[config.mk]
export PLATFORM = sky130hd
export DESIGN_NAME = tlb_lru_ctrl
export DESIGN_NICKNAME = d
export VERILOG_FILES = /design/src/rtl/tlb_pkg.sv /design/src/rtl/tlb_lru_age.sv /design/src/rtl/tlb_lru_ctrl.sv
export SDC_FILE = /design/constraint.sdc
export NUM_CORES = 1
export LEC_CHECK = 0
export ABC_AREA = 1
export BUFFER_PORTS_ARGS = -buffer_cell sky130_fd_sc_hd__buf_2
export CORE_MARGIN = 4
export CORE_UTILIZATION = 60
export DETAILED_ROUTE_END_ITERATION = 7
export HOLD_SLACK_MARGIN = 0.1
export PLACE_DENSITY = 0.79
export RECOVER_POWER = 100
export REMOVE_ABC_BUFFERS = 1
export SLEW_MARGIN = 20
export SYNTH_ARGS = -nofsm -noshare
export SYNTH_HDL_FRONTEND = slang
export SYNTH_HIERARCHICAL = 1
export SYNTH_SLANG_ARGS = --single-unit
[constraint.sdc]
create_clock -name clk -period 4 [get_ports clk]
set_input_delay 0.8 -clock clk [delete_from_list [all_inputs] [get_ports clk]]
set_output_delay 0.8 -clock clk [all_outputs]
set_load 0.005 [all_outputs]
[src/rtl/tlb_pkg.sv]
// Shared types and width helpers for the LRU-managed TLB.
package tlb_pkg;

    typedef enum logic [1:0] {
        IDLE = 2'd0,
        RESP = 2'd1,
        WB   = 2'd2,
        FILL = 2'd3
    } tlb_state_t;

    function automatic int vpn_width(input int va_w, input int page_off);
        return va_w - page_off;
    endfunction

    function automatic int ppn_width(input int pa_w, input int page_off);
        return pa_w - page_off;
    endfunction

    function automatic int age_width(input int entries);
        return $clog2(entries);
    endfunction

endpackage

[src/rtl/tlb_lru_age.sv]
// True-LRU age bookkeeping for the TLB rows plus victim selection
// (lowest invalid row first, otherwise the oldest row).
module tlb_lru_age
    import tlb_pkg::*;
#(
    parameter int ENTRIES = 4,
    parameter int AGE_W   = age_width(ENTRIES)
) (
    input  logic               clk,
    input  logic               rst_n,
    input  logic               touch,
    input  logic [AGE_W-1:0]   touch_idx,
    input  logic [ENTRIES-1:0] valid_vec,
    output logic [AGE_W-1:0]   victim_idx
);

    logic [AGE_W-1:0] age_q [ENTRIES];
    logic [AGE_W-1:0] age_d [ENTRIES];
    logic             found_invalid;

    // Rows younger than the touched one age by one; the touched row becomes newest.
    always_comb begin
        age_d = age_q;
        if (touch) begin
            for (int j = 0; j < ENTRIES; j++) begin
                if (age_q[j] < age_q[touch_idx]) begin
                    age_d[j] = age_q[j] + 1'b1;
                end
            end
            age_d[touch_idx] = '0;
        end
    end

    always_comb begin
        victim_idx    = '0;
        found_invalid = 1'b0;
        for (int i = 0; i < ENTRIES; i++) begin
            if (!found_invalid && !valid_vec[i]) begin
                victim_idx    = AGE_W'(i);
                found_invalid = 1'b1;
            end
        end
        if (!found_invalid) begin
            for (int i = 0; i < ENTRIES; i++) begin
                if (age_q[i] == AGE_W'(ENTRIES - 1)) begin
                    victim_idx = AGE_W'(i);
                end
            end
        end
    end

    always_ff @(posedge clk or negedge rst_n) begin
        if (!rst_n) begin
            for (int i = 0; i < ENTRIES; i++) begin
                age_q[i] <= AGE_W'(i);
            end
        end else begin
            age_q <= age_d;
        end
    end

endmodule

[src/rtl/tlb_lru_ctrl.sv]
// TLB with registered 1-cycle hit path, miss handling over a page-table
// req/done handshake and write-back of dirty LRU victims.
module tlb_lru_ctrl
    import tlb_pkg::*;
#(
    parameter int VA_W     = 14,
    parameter int PA_W     = 10,
    parameter int PAGE_OFF = 8,
    parameter int ENTRIES  = 4,
    parameter int VPN_W    = vpn_width(VA_W, PAGE_OFF),
    parameter int PPN_W    = ppn_width(PA_W, PAGE_OFF),
    parameter int AGE_W    = age_width(ENTRIES)
) (
    input  logic             clk,
    input  logic             rst_n,
    input  logic             req_valid,
    input  logic             req_write,
    input  logic [VA_W-1:0]  req_vaddr,
    output logic             req_ready,
    input  logic             flush,
    output logic             resp_valid,
    output logic             resp_hit,
    output logic [PA_W-1:0]  resp_paddr,
    output logic             pt_req_valid,
    output logic             pt_write,
    output logic [VPN_W-1:0] pt_vpn,
    output logic [PPN_W-1:0] pt_ppn_wr,
    input  logic             pt_done,
    input  logic [PPN_W-1:0] pt_ppn_rd
);

    tlb_state_t         state_q, state_d;
    logic [ENTRIES-1:0] valid_q, valid_d;
    logic [ENTRIES-1:0] dirty_q, dirty_d;
    logic [VPN_W-1:0]   tag_q [ENTRIES];
    logic [VPN_W-1:0]   tag_d [ENTRIES];
    logic [PPN_W-1:0]   ppn_q [ENTRIES];
    logic [PPN_W-1:0]   ppn_d [ENTRIES];
    logic [VA_W-1:0]    vaddr_q, vaddr_d;
    logic               write_q, write_d;
    logic [AGE_W-1:0]   victim_q, victim_d;
    logic               resp_hit_q, resp_hit_d;
    logic [PA_W-1:0]    resp_paddr_q, resp_paddr_d;

    logic               hit;
    logic [AGE_W-1:0]   hit_idx;
    logic               touch;
    logic [AGE_W-1:0]   touch_idx;
    logic [AGE_W-1:0]   lru_victim;

    tlb_lru_age #(
        .ENTRIES (ENTRIES),
        .AGE_W   (AGE_W)
    ) u_age (
        .clk        (clk),
        .rst_n      (rst_n),
        .touch      (touch),
        .touch_idx  (touch_idx),
        .valid_vec  (valid_q),
        .victim_idx (lru_victim)
    );

    always_comb begin
        hit     = 1'b0;
        hit_idx = '0;
        for (int i = 0; i < ENTRIES; i++) begin
            if (valid_q[i] && tag_q[i] == req_vaddr[VA_W-1:PAGE_OFF]) begin
                hit     = 1'b1;
                hit_idx = AGE_W'(i);
            end
        end
    end

    // Victim index is frozen at miss time so WB and FILL address the same row.
    always_comb begin
        state_d      = state_q;
        valid_d      = valid_q;
        dirty_d      = dirty_q;
        tag_d        = tag_q;
        ppn_d        = ppn_q;
        vaddr_d      = vaddr_q;
        write_d      = write_q;
        victim_d     = victim_q;
        resp_hit_d   = resp_hit_q;
        resp_paddr_d = resp_paddr_q;
        touch        = 1'b0;
        touch_idx    = '0;
        case (state_q)
            IDLE: begin
                if (req_valid) begin
                    vaddr_d = req_vaddr;
                    write_d = req_write;
                    if (hit) begin
                        state_d      = RESP;
                        resp_hit_d   = 1'b1;
                        resp_paddr_d = {ppn_q[hit_idx], req_vaddr[PAGE_OFF-1:0]};
                        touch        = 1'b1;
                        touch_idx    = hit_idx;
                        if (req_write) begin
                            dirty_d[hit_idx] = 1'b1;
                        end
                    end else begin
                        victim_d = lru_victim;
                        state_d  = (valid_q[lru_victim] && dirty_q[lru_victim]) ? WB : FILL;
                    end
                end else if (flush) begin
                    valid_d = '0;
                    dirty_d = '0;
                end
            end
            WB: begin
                if (pt_done) begin
                    state_d = FILL;
                end
            end
            FILL: begin
                if (pt_done) begin
                    valid_d[victim_q] = 1'b1;
                    dirty_d[victim_q] = write_q;
                    tag_d[victim_q]   = vaddr_q[VA_W-1:PAGE_OFF];
                    ppn_d[victim_q]   = pt_ppn_rd;
                    touch             = 1'b1;
                    touch_idx         = victim_q;
                    resp_hit_d        = 1'b0;
                    resp_paddr_d      = {pt_ppn_rd, vaddr_q[PAGE_OFF-1:0]};
                    state_d           = RESP;
                end
            end
            RESP: begin
                state_d = IDLE;
            end
            default: begin
                state_d = IDLE;
            end
        endcase
    end

    always_comb begin
        req_ready    = (state_q == IDLE);
        resp_valid   = (state_q == RESP);
        resp_hit     = resp_hit_q;
        resp_paddr   = resp_paddr_q;
        pt_req_valid = (state_q == WB) || (state_q == FILL);
        pt_write     = (state_q == WB);
        pt_vpn       = '0;
        pt_ppn_wr    = '0;
        if (state_q == WB) begin
            pt_vpn    = tag_q[victim_q];
            pt_ppn_wr = ppn_q[victim_q];
        end else if (state_q == FILL) begin
            pt_vpn = vaddr_q[VA_W-1:PAGE_OFF];
        end
    end

    always_ff @(posedge clk or negedge rst_n) begin
        if (!rst_n) begin
            state_q      <= IDLE;
            valid_q      <= '0;
            dirty_q      <= '0;
            vaddr_q      <= '0;
            write_q      <= 1'b0;
            victim_q     <= '0;
            resp_hit_q   <= 1'b0;
            resp_paddr_q <= '0;
            for (int i = 0; i < ENTRIES; i++) begin
                tag_q[i] <= '0;
                ppn_q[i] <= '0;
            end
        end else begin
            state_q      <= state_d;
            valid_q      <= valid_d;
            dirty_q      <= dirty_d;
            tag_q        <= tag_d;
            ppn_q        <= ppn_d;
            vaddr_q      <= vaddr_d;
            write_q      <= write_d;
            victim_q     <= victim_d;
            resp_hit_q   <= resp_hit_d;
            resp_paddr_q <= resp_paddr_d;
        end
    end

endmodule

**Word level (Yosys, flattened, before mapping)**

Cells that the tools add are included.

- Register bits after elaboration: 78
- Output and inout bits: 23
- Logic and storage cells: 183

- Add/subtract/negate cells: 4
- Magnitude comparators: 14
- Equal/unequal tests: 20
- Mux-type cells: 90
- Bitwise logic cells: 8
- Reductions and logical operators: 27

Operators with widths:

| kind | count |
|---|---|
| $mux 2 | 33 |
| $mux 10 | 3 |
| $mux 6 | 5 |
| $mux 4 | 7 |
| $bwmux 24 | 1 |
| $eq 6x6->1 | 4 |
| $mux 1 | 21 |
| $pmux 10 s2 | 1 |
| $pmux 4 s2 | 2 |
| $bmux 2 s2 | 3 |
| $bmux 6 s2 | 1 |
| $demux 6 s2 | 1 |
| $eq 2x2->1 const B | 6 |
| $logic_and 1x1->1 | 12 |
| $ge 3x3->1 const B | 3 |
| $lt 2x3->1 const B | 3 |
| $not 2->3 | 3 |
| $add 2x1->2 const B | 4 |
| $and 8x8->8 | 1 |
| $bwmux 8 | 1 |
| $demux 2 s2 | 2 |
| $lt 2x2->1 | 4 |
| $not 8->8 | 1 |
| $or 4x4->4 | 2 |
| other kinds (22) | 39 |

**Depth between registers and ports, before layout**

Gate-level depths: netlist (run 1).

- Depth after elaboration: 21
- Depth in mapped cells: 23
- Depth with buffers taken out: 22

**Modules after synthesis**

Netlist (run 1), hierarchy kept.

Modules (own cells, without submodules):

| module | times used | cells an instance | area an instance (um^2) | sequential area each (um^2) |
|---|---|---|---|---|
| tlb_lru_ctrl | 1 | 532 | 3902.5 | 1751.7 |
| tlb_lru_age | 1 | 122 | 863.3 | 205.2 |

**Worst setup path before layout (run 1)**

No wires, ideal clock.

- Path type: input port to flip-flop
- Start point: input req_vaddr[9]
- End point: register u_age/age_q[7] (netlist bit)
- Data arrival time: 2.965 ns
- Data required time: 3.883 ns
- Slack: 0.918 ns
- Stages: 16
- Cell sequence: inv_2 -> nand2_1 -> nand2_1 -> nand3_1 -> nor2_4 -> o21ai_0 -> a21oi_1 -> nor2_1 -> inv_1 -> o22ai_1 -> a221oi_1 -> ha_1 -> nand2_4 -> nand3b_1 -> nand3_1 -> nand2_1

- Word-level cells in the longest chain between the ends: 17
- Elaborated cells between the ends (all ways): 35
- Those cells by class: order compare: 3; eq/ne: 4; mux: 20; bitwise: 3; reduce/logical: 5

Ends and longest elaborated chain:

| what | RTL line | source |
|---|---|---|
| start: declaration | tlb_lru_ctrl.sv:18 | `input logic [VA_W-1:0] req_vaddr,` |
| $eq 6x6->1 | tlb_lru_ctrl.sv:67 | `if (valid_q[i] && tag_q[i] == req_vaddr[VA_W-1:PAGE_OFF]) begin` |
| $logic_and 1x1->1 | tlb_lru_ctrl.sv:67 |  |
| $mux 1 (4 in a row) | tlb_lru_ctrl.sv:67 |  |
| $mux 2 (*) | tlb_lru_ctrl.sv:93 | `if (hit) begin` |
| $mux 2 (*) | tlb_lru_ctrl.sv:90 | `if (req_valid) begin` |
| $pmux 2 s2 (*) | tlb_lru_ctrl.sv:88 | `case (state_q)` |
| via touch_idx[1] | tlb_lru_ctrl.sv:48 | `logic [AGE_W-1:0] touch_idx;` |
| $not 2->3 (implied by the code) (*) | tlb_lru_age.sv:26, tlb_lru_age.sv:30 |  |
| $bmux 2 s2 | tlb_lru_age.sv:26 | `if (age_q[j] < age_q[touch_idx]) begin` |
| $mux 2 (implied by the code) (2 in a row) | tlb_lru_age.sv:26 |  |
| $lt 2x2->1 | tlb_lru_age.sv:26 |  |
| $mux 2 | tlb_lru_age.sv:26 |  |
| $mux 2 | tlb_lru_age.sv:24 | `if (touch) begin` |
| $and 8x8->8 (no source line) (*) | -- |  |
| end signal: indexed assignment | tlb_lru_age.sv:55 | `age_q[i] <= AGE_W'(i);` |
| end signal: assignment | tlb_lru_age.sv:58 | `age_q <= age_d;` |
| end: declaration | tlb_lru_age.sv:17 | `logic [AGE_W-1:0] age_q [ENTRIES];` |

The timed path passes the listed nets; every way through them passes the cells marked *. The select of a mux whose other input is x is not followed.
A chain may end at the register's enable or synchronous reset.

**Final worst setup path (run 1)**

- Start point: input req_vaddr[13]
- End point: register u_age/age_q[7] (netlist bit)

The elaborated chain is that of the path after synthesis.

==> impl_results.rst, run 1 <==
.. list-table::
   :header-rows: 1

   * - Metric
     - Value
   * - TritonCTS buffer count
     - 9
   * - Cell breakdown of the critical path
     - buf_2 -> inv_1 -> a21oi_1 -> nand3b_1 -> nor2_2 -> nand2_1 -> nand2_1 -> nand3_1 -> a21oi_1 -> nor2_1 -> a221oi_1 -> ha_1 -> nand2_1 -> nand3b_1 -> nand3_1 -> nand2_1
   * - Fraction of the mapped netlist area in adder cells
     - 0.03413
   * - Effective utilization at floorplan
     - 0.6167
   * - Xor-xnor portion of the synthesized cell area
     - 0.007351
   * - Tightest Hold Check Type
     - flop to flop
   * - Sequential power share
     - 0.368
   * - Ant diodes
     - 0
   * - Final worst path period share
     - 0.8769
   * - Worst clock skew on the final layout
     - 9.551 ps
   * - TritonCTS clock tree
     - built
   * - Final setup violation count
     - 0
   * - Post-Synthesis Cells
     - 654
   * - Number of warning messages in the yosys log
     - 6
   * - Total Die Area
     - 9433 µm²
   * - Final critical-path required period
     - 3508 ps
   * - Final count of pins violating max slew
     - 79
   * - Routability cong.
     - 0.9831
   * - Total I/O pin count
     - between 40 and 50
   * - Worst Tran Pin Value
     - 1929 ps
   * - Most common library cells after synthesis
     - nand2_1 (218), inv_1 (78), dfrtp_1 (74), o21ai_0 (71), nor2_1 (44)
   * - Yosys top cell area share
     - 0.3886
   * - Hold-fix buffers at CTS
     - 0
   * - Number of global-route vias before repair
     - 4314
   * - Distinct cell type count of the synthesized netlist
     - 37
   * - Most used flip-flop cell after synthesis
     - dfrtp_1
   * - Async set or reset register ratio after synthesis
     - 1.000
   * - DRC Markers
     - 0
   * - Max Fclk
     - 285.1 MHz
   * - Pin count of the biggest net entering global routing
     - 79
   * - Net Sw Frac
     - 0.4362
   * - Violated checks
     - max-capacitance violations, max-slew violations
   * - Leak
     - 2.652 nW
   * - Top cells by area in the synthesized netlist
     - dfrtp_1 (39%), nand2_1 (17%), o21ai_0 (7.5%)
   * - Number of clock sinks
     - 78
   * - CTS root buffer
     - clkbuf_8
   * - Category of the most critical setup path
     - input pin to flop
   * - Number of iterations in the first detailed-routing pass
     - 5
   * - Number of buffers on the longest clock path
     - 2
   * - Post-synthesis share of cell area spent on and, or, nand and nor gates
     - 0.2977
   * - Fraction of the mapped netlist area in compound gates
     - 0.1460
   * - Worst path setup slack after routing
     - 492.3 ps
   * - Startpoint type of the worst setup path
     - input pin
   * - Register bit count reported by yosys
     - 78
   * - Overflow left after global routing
     - 0
   * - Hold Violations, Final
     - 0
   * - Count of maximum capacitance violations
     - 1
   * - Most frequent CP cell
     - nand2_1
   * - Global-route wire length before repair
     - around 21000 µm
   * - Endpoint required time on the critical path
     - 4260 ps
   * - Combinational Power Share
     - 0.435
   * - Largest fanout on the critical path
     - 6
   * - Post-cts repair resize count
     - 0
   * - Dominant combinational cell family by area after synthesis
     - simple AND/OR/NAND/NOR gates
   * - Sum of internal, switching and leakage power
     - 3.751 mW
   * - Count of standard-cell rows
     - 32
   * - Core ar.
     - 7727 µm²
   * - Source-to-sink clock delay at the later pin of the worst-skew pair
     - 360 ps
   * - Net Switching
     - 1.636 mW
   * - WL per Instance
     - 15.46 µm
   * - Slowest stage delay, CP
     - 620 ps
   * - Layout cells sized above 1
     - 0.1250
   * - Clock transition at the registers of the reported paths
     - 90 ps
   * - Cell type with the highest aggregate area in the netlist
     - dfrtp_1
   * - All-Layer GR Usage
     - 0.2718
   * - Die boundary width
     - 97.13 µm
   * - Vias after detailed routing
     - 4536
   * - Starting DRT DRC Count
     - 469
   * - Largest voltage drop on the vdd net
     - 389.1 µV
   * - Setup Buffers After CTS
     - 0
   * - Data arrival at the endpoint of the critical path
     - around 3800 ps
   * - Slowest cell on the critical path
     - a221oi_1
   * - Fill cell count
     - 678
   * - Number of flops mapped to enable cells by yosys
     - 0
   * - Total wire length after detailed routing
     - around 12000 µm
   * - Clock H-tree levels
     - 3
   * - Worst slew margin
     - -0.2861
   * - Layout-stage area growth over the synthesis result
     - 9.661%
   * - Pre-CTS WS
     - approximately 210 ps
   * - Mux share of post-synthesis cell area
     - 0.01680
   * - ANT nets after route
     - 0
   * - Detailed-route vias per instance
     - 5.628
   * - Design internal power
     - 2.115 mW
   * - Total Negative Setup Slacks
     - 0 ps
   * - Final nets
     - 734
   * - Total area of multi-input combinational cells
     - 2317 µm²
   * - Result of the run
     - finished with violations
   * - Part of the power in the clock network
     - 0.197
   * - Critical Path End Type
     - flop
   * - Power density relative to cell area
     - 717.7 nW/µm²
   * - Initial antenna violation count
     - 0
   * - Most common cell in the synthesized netlist
     - nand2_1
   * - Average footprint of a synthesized cell
     - 7.287 µm²
   * - DIE HEIGHT
     - approximately 100 µm
   * - Count of input and output buffers
     - 44
   * - Sequential-to-total area share from yosys stat
     - 0.4106
   * - Register cell area after layout
     - between 1500 and 2000 µm²
   * - Final core utilization
     - 0.6763
   * - Syn Std Cell Area
     - 4766 µm²
   * - Unrepaired setup endpoints after global routing
     - false
   * - Total half-perimeter wirelength after legalization and detailed placement
     - 8739 µm
final cells by class:
type | instances | share of cell area
Multi-Input combinational cell | 473 | 0.4434
Sequential cell | 78 | 0.3744
Inverter | 87 | 0.06296
Timing Repair Buffer | 50 | 0.04764
Clock buffer | 10 | 0.02633
Tap cell | 102 | 0.02442
Clock inverter | 6 | 0.02083
path summary, 6_finish.rpt:
kind,start,endpoint,slack [ps],depth (start not counted)
max,req_vaddr[13],u_age/age_q[7],490,16
min,resp_paddr[0],resp_paddr[0],490,2
max reg2reg,state_q[0],u_age/age_q[7],530,16
min reg2reg,resp_paddr[0],resp_paddr[0],490,2
max in group asynchronous,rst_n,resp_paddr[1],1880,1
min in group asynchronous,rst_n,u_age/age_q[2],940,1
cell families (layout without fill, tap and decap cells):
| group | count (synthesis) | in the layout |
|---|---|---|
| and+or+nand+nor | 326 | 326 |
| AOI/OAI and AO/OA | 122 | 122 |
| buffers and inverters | 103 | 153 |
| DFF | 78 | 78 |
| adders and majority gates | 13 | 13 |
| muxes | 8 | 8 |
| xor gates and xnor gates | 4 | 4 |
cells in the final DEF, fill, tap and decap left out, drive strengths merged:
| master | instances |
|---|---|
| a21boi | 1 |
| a21oi | 17 |
| a221oi | 3 |
| buf | 37 |
| bufinv | 3 |
| clkbuf | 23 |
| clkinv | 3 |
| dfrtp | 74 |
| dfstp | 4 |
| ha | 13 |
| inv | 87 |
| mux2i | 8 |
| nand2 | 233 |
| nand3 | 24 |
| nand3b | 5 |
| nand4 | 6 |
| nor2 | 52 |
| nor3 | 5 |
| nor4 | 1 |
| o211ai | 1 |
| o21ai | 82 |
| o21bai | 1 |
| o22ai | 12 |
| o2bb2ai | 4 |
| o31ai | 1 |
| xnor2 | 3 |
| xor2 | 1 |
layer usage:
layer / global-route usage / up-vias / share of wire
met4: 0.09827 / 0 / 0.024
met1: 0.3746 / 2112 / 0.43
li1: - / 2180 / -
met5: 0 / - / 0
met3: 0.05169 / 36 / 0.081
met2: 0.4294 / 208 / 0.47
metrics by stage:
step | hold WS (ps) | cells | instance area, µm²
2_1_floorplan | 448.6 | 638 | 4678
3_3_place_gp | 461.7 | 790 | 5074
3_5_place_dp | 463.1 | 790 | 5074
4_1_cts | 484.6 | 806 | 5320
5_1_grt | 526.2 | 806 | 5226
6_report | 485.4 | 806 | 5226
power by group through the flow:
stage	registers [mW]	logic, mW	clock network [mW]
after global routing	1.42	1.85	0.784
after detailed placement	1.38	1.68	0
final	1.38	1.63	0.739
after CTS	1.37	1.70	0.746
after global placement	1.37	1.63	0
after floorplan	1.32	1.19	0
sequential cells by signal (all words and copies together), names as in the netlist:
signal       flops
ppn_q            8
u_age/age_q      8
state_q          2
dirty_q          4
victim_q         2
valid_q          4
vaddr_q         14
resp_paddr      10
write_q          1
tag_q           24
resp_hit         1
worst max-delay path: cells and delay by family:
family / cells / cell delay (ps)
compound gates: 3 / 1260
simple gates: 10 / 1130
fa+ha+maj: 1 / 350
buf+inv: 2 / 220
Power figures use the tool's default switching activity.
==> run 2: changes to the inputs <==
--- a/config.mk
+++ b/config.mk
@@ -8,10 +8,10 @@
 export ABC_AREA = 1
 export BUFFER_PORTS_ARGS = -buffer_cell sky130_fd_sc_hd__buf_2
 export CORE_MARGIN = 4
-export CORE_UTILIZATION = 60
+export CORE_UTILIZATION = 50
 export DETAILED_ROUTE_END_ITERATION = 7
 export HOLD_SLACK_MARGIN = 0.1
-export PLACE_DENSITY = 0.79
+export PLACE_DENSITY = 0.67
 export RECOVER_POWER = 100
 export REMOVE_ABC_BUFFERS = 1
 export SLEW_MARGIN = 20
==> impl_results.rst, run 2 (synthesized netlist as in run 1, its figures left out) <==
.. list-table::
   :header-rows: 1

   * - Metric
     - Value
   * - Slowest cell on the critical path
     - ha_1 (was a221oi_1)
   * - Slowest stage delay, CP
     - 360 ps (was 620 ps)
   * - Category of cells accounting for the largest share of critical-path delay
     - simple AND/OR/NAND/NOR gates (was compound AO/OA/AOI/OAI gates)
   * - Final nets
     - 735 (was 734)
   * - Worst Tran Pin Value
     - 1465 ps (was 1929 ps)
   * - Hold Violations, Final
     - 0 (unchanged)
   * - Leak
     - 2.612 nW (was 2.652 nW)
   * - Detailed-route vias per instance
     - 5.294 (was 5.628)
   * - Final count of pins violating max slew
     - 0 (was 79)
   * - Count of standard-cell rows
     - 35 (was 32)
   * - Power density relative to cell area
     - 709.9 nW/µm² (was 717.7 nW/µm²)
   * - Combinational Power Share
     - 0.440 (was 0.435)
   * - Worst slew margin
     - 0.02365 (was -0.2861)
   * - Largest voltage drop on the vdd net
     - 288.9 µV (was 389.1 µV)
   * - Net Sw Frac
     - 0.4369 (was 0.4362)
   * - TritonCTS buffer count
     - 9 (unchanged)
   * - Beginning of the critical path
     - req_vaddr[13] (unchanged)
   * - Post-cts repair resize count
     - 0 (unchanged)
   * - Effective utilization at floorplan
     - 0.5158 (was 0.6167)
   * - CTS root buffer
     - clkbuf_8 (unchanged)
   * - Total area of multi-input combinational cells
     - 2337 µm² (was 2317 µm²)
   * - Cell breakdown of the critical path
     - buf_2 -> inv_2 -> a21oi_1 -> nand3b_1 -> nor2_2 -> nand2_1 -> nand2_1 -> nand3_1 -> a21oi_1 -> clkbuf_1 -> clkinvlp_2 -> nor2_1 -> inv_1 -> o22ai_1 -> a221oi_1 -> ha_1 -> nand2_4 -> nand3_2 -> nand2_1 -> nand2_1 -> nor2_1 (was buf_2 -> inv_1 -> a21oi_1 -> nand3b_1 -> nor2_2 -> nand2_1 -> nand2_1 -> nand3_1 -> a21oi_1 -> nor2_1 -> a221oi_1 -> ha_1 -> nand2_1 -> nand3b_1 -> nand3_1 -> nand2_1)
   * - Clock H-tree levels
     - 3 (unchanged)
   * - Register cell area after layout
     - 1957 µm² (unchanged)
   * - Fill cell count
     - 891 (was 678)
   * - Min-Delay Endpoint
     - vaddr_q[7] (was resp_paddr[0])
   * - Total wire length after detailed routing
     - 12490 µm (was 12460 µm)
   * - Ant diodes
     - 0 (unchanged)
   * - Number of iterations in the first detailed-routing pass
     - 5 (unchanged)
   * - Hold-fix buffers at CTS
     - 0 (unchanged)
   * - Total Negative Setup Slacks
     - 0 ps (unchanged)
   * - Endpoint required time on the critical path
     - 4280 ps (was 4260 ps)
   * - Starting DRT DRC Count
     - 436 (was 469)
   * - Overflow left after global routing
     - 0 (unchanged)
   * - Clock transition at the registers of the reported paths
     - 80 ps (was 90 ps)
   * - WL per Instance
     - 14.97 µm (was 15.46 µm)
   * - Source-to-sink clock delay at the later pin of the worst-skew pair
     - 350 ps (was 360 ps)
   * - Data arrival at the endpoint of the critical path
     - 3790 ps (was 3770 ps)
   * - Design internal power
     - 2.108 mW (was 2.115 mW)
   * - Total half-perimeter wirelength after legalization and detailed placement
     - 8965 µm (was 8739 µm)
   * - Total I/O pin count
     - 45 (unchanged)
   * - TritonCTS clock tree
     - built (unchanged)
   * - Critical Path End Type
     - flop (unchanged)
   * - Count of input and output buffers
     - 44 (unchanged)
   * - Startpoint of the most critical register-to-register path
     - valid_q[1] (was state_q[0])
   * - Count of maximum capacitance violations
     - 0 (was 1)
   * - Max reg flops
     - 24 (unchanged)
   * - Vias after detailed routing
     - 4415 (was 4536)
   * - FF-to-FF setup slack
     - 710 ps (was 530 ps)
   * - Final critical-path required period
     - 3510 ps (was 3508 ps)
   * - Global-route wire length before repair
     - 20760 µm (was 20840 µm)
   * - Layout-stage area growth over the synthesis result
     - 10.63% (was 9.661%)
   * - Most frequent cells in the layout
     - nand2_1 (220), o21ai_0 (81), inv_1 (80) (was nand2_1 (223), o21ai_0 (81), inv_1 (80))
   * - Result of the run
     - finished clean (was finished with violations)
   * - Most frequent CP cell
     - nand2_1 (unchanged)
   * - Biggest register
     - tag_q (unchanged)
   * - Largest fanout on the critical path
     - 6 (unchanged)
   * - Setup Buffers After CTS
     - 0 (unchanged)
   * - Buffer and inverter count on the worst path
     - 5 (was 2)
   * - Final worst path period share
     - 0.8776 (was 0.8769)
   * - Layout cells sized above 1
     - 0.1206 (was 0.1250)
   * - All-Layer GR Usage
     - 0.2306 (was 0.2718)
   * - Die boundary width
     - 105.6 µm (was 97.13 µm)
   * - Unrepaired setup endpoints after global routing
     - false (unchanged)
   * - Total Die Area
     - 11160 µm² (was 9433 µm²)
   * - Final setup violation count
     - 0 (unchanged)
   * - Sequential power share
     - 0.367 (was 0.368)
   * - DIE HEIGHT
     - 105.6 µm (was 97.13 µm)
   * - Pin count of the biggest net entering global routing
     - 79 (unchanged)
   * - Initial antenna violation count
     - 0 (unchanged)
   * - DRC Markers
     - 0 (unchanged)
   * - Most common library cell in the layout ignoring fill and taps
     - nand2_1 (unchanged)
   * - Core ar.
     - 9240 µm² (was 7727 µm²)
   * - Count of cells along the worst register-to-register path
     - 20 (was 16)
   * - Final core utilization
     - 0.5706 (was 0.6763)
   * - Number of buffers on the longest clock path
     - 2 (unchanged)
   * - Part of the power in the clock network
     - 0.193 (was 0.197)
   * - Category of the most critical setup path
     - input pin to flop (unchanged)
   * - Number of clock sinks
     - 78 (unchanged)
   * - Startpoint type of the worst setup path
     - input pin (unchanged)
   * - Endpoint of the worst register-to-register path
     - u_age/age_q[4] (was u_age/age_q[7])
   * - Max Fclk
     - 284.9 MHz (was 285.1 MHz)
   * - Number of stages on the worst hold path
     - 2 (unchanged)
   * - Worst clock skew on the final layout
     - 12.96 ps (was 9.551 ps)
   * - Routability cong.
     - 0.9509 (was 0.9831)
   * - Number of global-route vias before repair
     - 4258 (was 4314)
   * - Tightest Hold Check Type
     - flop to flop (unchanged)
   * - ANT nets after route
     - 0 (unchanged)
   * - Net Switching
     - 1.635 mW (was 1.636 mW)
   * - HP Start
     - vaddr_q[7] (was resp_paddr[0])
-- run 2: cell type report --
type / instances / area share
multi-input cells: 473 / 0.4433
flip-flops and latches: 78 / 0.3711
inverters: 87 / 0.06217
repair buffers: 51 / 0.04627
well taps: 129 / 0.03061
clock buffers: 9 / 0.02349
clock inverters: 7 / 0.02302
-- run 2: worst max-delay path by stage --
| stage | endpoint | cells past startpoint |
|---|---|---|
| 3_5_place_dp | u_age/age_q[4] | 19 |
| 2_1_floorplan | u_age/age_q[2] | 16 |
| 5_1_grt | u_age/age_q[0] | 24 |
| 3_3_place_gp | u_age/age_q[6] | 23 |
| 6_report | u_age/age_q[4] | 21 |
| 4_1_cts | u_age/age_q[4] | 19 |
-- run 2: per-stage QoR --
stage / instances / area (µm²) / setup slack, ps / power, mW / hold slack (ps)
5_1_grt: 834 / 5273 / 139.4 / 4.066 / 509.6
3_5_place_dp: 817 / 5107 / 266.6 / 3.072 / 468.1
3_3_place_gp: 817 / 5107 / 348.4 / 3.027 / 460.7
6_report: 834 / 5273 / 489.6 / 3.743 / 483.2
2_1_floorplan: 638 / 4678 / 722.1 / 2.501 / 448.6
4_1_cts: 833 / 5353 / 628.1 / 3.805 / 488.8
-- run 2: tightest hold or removal path, stage by stage, from the launching register on --
cell and delay [ps]:
dfrtp_1 350, nand2_1 50, nand2_1 50
-- run 2: power groups by stage --
stage	registers [mW]	clock network (mW)	logic, mW
final	1.37	0.724	1.65
after global routing	1.41	0.773	1.88
after CTS	1.36	0.734	1.71
after detailed placement	1.37	0	1.70
after global placement	1.37	0	1.66
after floorplan	1.32	0	1.19
-- run 2: layer usage --
layer / global-route usage / vias to the layer above / part of all wire
met2: 0.3670 / 151 / 0.47
met5: 0 / - / 0
li1: - / 2185 / -
met1: 0.3219 / 2059 / 0.45
met3: 0.04103 / 20 / 0.058
met4: 0.06938 / 0 / 0.016
==> run 3: changes to the inputs <==
==> constraint.sdc (replaced) <==
create_clock -name clk -period 4 [get_ports clk]
set_input_delay 0.2 -clock clk [delete_from_list [all_inputs] [get_ports clk]]
set_output_delay 0.2 -clock clk [all_outputs]
set_load 0.005 [all_outputs]
==> impl_results.rst, run 3 (synthesized netlist as in run 1, its figures left out) <==
.. list-table::
   :header-rows: 1

   * - Metric
     - Value
   * - All-Layer GR Usage
     - 0.2359 (was 0.2306)
   * - Number of buffers on the longest clock path
     - 2 (unchanged)
   * - Fill cell count
     - 913 (was 891)
   * - TritonCTS clock tree
     - built (unchanged)
   * - WL per Instance
     - 14.79 µm (was 14.97 µm)
   * - Final worst path period share
     - 0.8790 (was 0.8776)
   * - Max reg flops
     - 24 (unchanged)
   * - Part of the power in the clock network
     - 0.158 (was 0.193)
   * - Final count of pins violating max slew
     - 79 (was 0)
   * - Initial antenna violation count
     - 0 (unchanged)
   * - Most frequent cells in the layout
     - nand2_1 (223), o21ai_0 (80), inv_1 (79) (was nand2_1 (220), o21ai_0 (81), inv_1 (80))
   * - Result of the run
     - finished with violations (was finished clean)
   * - Cell breakdown of the critical path
     - inv_1 -> a21oi_1 -> nand3b_1 -> nor2_2 -> nand2_1 -> nand2_1 -> nand3_1 -> a21oi_1 -> nor2_1 -> a221oi_1 -> ha_1 -> nand2_1 -> nand4_1 -> nand2_1 -> nor2_2 (was buf_2 -> inv_2 -> a21oi_1 -> nand3b_1 -> nor2_2 -> nand2_1 -> nand2_1 -> nand3_1 -> a21oi_1 -> clkbuf_1 -> clkinvlp_2 -> nor2_1 -> inv_1 -> o22ai_1 -> a221oi_1 -> ha_1 -> nand2_4 -> nand3_2 -> nand2_1 -> nand2_1 -> nor2_1)
   * - Overflow left after global routing
     - 0 (unchanged)
   * - Hold Violations, Final
     - 0 (unchanged)
   * - Worst clock skew on the final layout
     - 10.18 ps (was 12.96 ps)
   * - Sequential power share
     - 0.388 (was 0.367)
   * - Design internal power
     - 1.917 mW (was 2.108 mW)
   * - Layout-stage area growth over the synthesis result
     - 11.05% (was 10.63%)
   * - Max Fclk
     - 284.4 MHz (was 284.9 MHz)
   * - Violated checks
     - max-capacitance violations, max-slew violations
   * - Critical Path End Type
     - flop (unchanged)
   * - Routability cong.
     - 0.9249 (was 0.9509)
   * - Global-route wire length before repair
     - 20900 µm (was 20760 µm)
   * - Startpoint of the most critical register-to-register path
     - valid_q[1] (unchanged)
   * - DRC Markers
     - 0 (unchanged)
   * - Post-cts repair resize count
     - 0 (unchanged)
   * - Starting DRT DRC Count
     - 343 (was 436)
   * - Biggest register
     - tag_q (unchanged)
   * - Effective utilization at floorplan
     - 0.5158 (unchanged)
   * - Tightest Hold Check Type
     - input pin to flop (was flop to flop)
   * - Number of iterations in the first detailed-routing pass
     - 5 (unchanged)
   * - Endpoint required time on the critical path
     - 4240 ps (was 4280 ps)
   * - CTS root buffer
     - clkbuf_8 (unchanged)
   * - Most common library cell in the layout ignoring fill and taps
     - nand2_1 (unchanged)
   * - Clock H-tree levels
     - 3 (unchanged)
   * - Worst Tran Pin Value
     - 1928 ps (was 1465 ps)
   * - Placed cell area
     - 5085 µm² (was 5107 µm²)
   * - Layout cells sized above 1
     - 0.1122 (was 0.1206)
   * - Total Die Area
     - 11160 µm² (unchanged)
   * - Hold-fix buffers at CTS
     - 12 (was 0)
   * - Leak
     - 2.625 nW (was 2.612 nW)
   * - Final nets
     - 743 (was 735)
   * - Slowest cell on the critical path
     - a21oi_1 (was ha_1)
   * - Total area of multi-input combinational cells
     - 2326 µm² (was 2337 µm²)
   * - Die boundary width
     - 105.6 µm (unchanged)
   * - Total half-perimeter wirelength after legalization and detailed placement
     - 8941 µm (was 8965 µm)
   * - Final critical-path required period
     - 3516 ps (was 3510 ps)
   * - Data arrival at the endpoint of the critical path
     - 3760 ps (was 3790 ps)
   * - Worst slew margin
     - -0.2850 (was 0.02365)
   * - Total I/O pin count
     - 45 (unchanged)
   * - Unrepaired setup endpoints after global routing
     - false (unchanged)
   * - Design area
     - 5293 µm² (was 5273 µm²)
   * - Ant diodes
     - 0 (unchanged)
   * - Count of input and output buffers
     - 44 (unchanged)
   * - Startpoint type of the worst setup path
     - flop (was input pin)
   * - Sum of internal, switching and leakage power
     - 3.525 mW (was 3.743 mW)
   * - HP Start
     - req_vaddr[11] (was vaddr_q[7])
   * - Core ar.
     - 9240 µm² (unchanged)
   * - ANT nets after route
     - 0 (unchanged)
   * - Clock transition at the registers of the reported paths
     - 80 ps (about the same)
   * - Net Sw Frac
     - 0.4561 (was 0.4369)
   * - Category of the most critical setup path
     - flop to flop (was input pin to flop)
   * - Most frequent CP cell
     - nand2_1 (unchanged)
   * - Register cell area after layout
     - 1957 µm² (unchanged)
   * - Number of clock sinks
     - 78 (unchanged)
   * - Largest fanout on the critical path
     - 9 (was 6)
   * - TritonCTS buffer count
     - 9 (unchanged)
   * - Number of global-route vias before repair
     - 4256 (was 4258)
   * - Final hold slack
     - 188.5 ps (was 483.2 ps)
   * - Vias after detailed routing
     - 4455 (was 4415)
   * - Source-to-sink clock delay at the later pin of the worst-skew pair
     - 360 ps (was 350 ps)
   * - Count of maximum capacitance violations
     - 1 (was 0)
   * - Setup Buffers After CTS
     - 0 (unchanged)
   * - Largest voltage drop on the vdd net
     - 334.0 µV (was 288.9 µV)
   * - Total wire length after detailed routing
     - 12460 µm (was 12490 µm)
   * - Beginning of the critical path
     - valid_q[1] (was req_vaddr[13])
   * - Total Negative Setup Slacks
     - 0 ps (unchanged)
   * - Detailed-route vias per instance
     - 5.291 (was 5.294)
   * - Final setup violation count
     - 0 (unchanged)
   * - Net Switching
     - 1.608 mW (was 1.635 mW)
   * - Pin count of the biggest net entering global routing
     - 79 (unchanged)
   * - Count of standard-cell rows
     - 35 (unchanged)
   * - DIE HEIGHT
     - 105.6 µm (unchanged)
   * - Slowest stage delay, CP
     - 590 ps (was 360 ps)
   * - Power density relative to cell area
     - 666.1 nW/µm² (was 709.9 nW/µm²)
   * - Combinational Power Share
     - 0.454 (was 0.440)
run 3: changes by cell type in the layout (fill, tap and decap cells not counted), moves of 2 or more:
cell           before  now
dlygate4sd3_1       0   12
buf_2              28   25
buf_4               4    1
bufinv_16           3    0
nand2_1           220  223
nand2_4             4    1
clkinv_4            0    2
nor2_1             46   44
o21ai_1             0    2
run 3: path summary, 6_finish.rpt:
kind | to | slack (ps) | depth (start not counted)
worst max-delay path | u_age/age_q[6] | 480 | 15
worst min-delay path | vaddr_q[11] | 190 | 3
worst max register to register | u_age/age_q[6] | 480 | 15
worst min register to register | resp_paddr[2] | 490 | 2
max in group asynchronous | u_age/age_q[5] | 1950 | 2
min in group asynchronous | vaddr_q[12] | 910 | 2
run 3: area by class of cell:
| cell class | count | share of cell area |
|---|---|---|
| clock buffer | 10 | 0.02600 |
| clock inverter | 6 | 0.008747 |
| inverter | 87 | 0.06217 |
| multi-input combinational | 473 | 0.4395 |
| tap | 129 | 0.03050 |
| timing repair buffer | 59 | 0.06336 |
| sequential | 78 | 0.3697 |
run 3: metrics by stage:
stage                     instances  setup WS [ps]  utilization
after global routing            842          121.1       0.5728
after CTS                       842          557.2       0.5832
after detailed placement        814          580.6       0.5503
after floorplan                 638          797.3            -
final                           842          484.1       0.5728
after global placement          814          612.3       0.5503
run 3: power by group through the flow:
stage / clock network, mW / logic [mW] / registers (mW)
3_5_place_dp: 0 / 1.68 / 1.37
2_1_floorplan: 0 / 1.19 / 1.32
3_3_place_gp: 0 / 1.64 / 1.36
6_report: 0.557 / 1.60 / 1.37
4_1_cts: 0.578 / 1.69 / 1.36
5_1_grt: 0.616 / 1.84 / 1.41
run 3: critical path: cells and delay by family, from the launching register on:
kind | cells | cell delay (ps)
compound gates | 3 | 1400
simple gates | 10 | 1180
flops | 1 | 370
fa+ha+maj | 1 | 350
buf+inv | 1 | 90
run 3: metal layers:
| layer | GRT usage | part of all wire | up-vias |
|---|---|---|---|
| met5 | 0 | 0 | - |
| met4 | 0.08326 | 0.022 | 0 |
| met3 | 0.04348 | 0.052 | 22 |
| met2 | 0.3698 | 0.47 | 147 |
| met1 | 0.3281 | 0.45 | 2087 |
| li1 | - | - | 2199 |
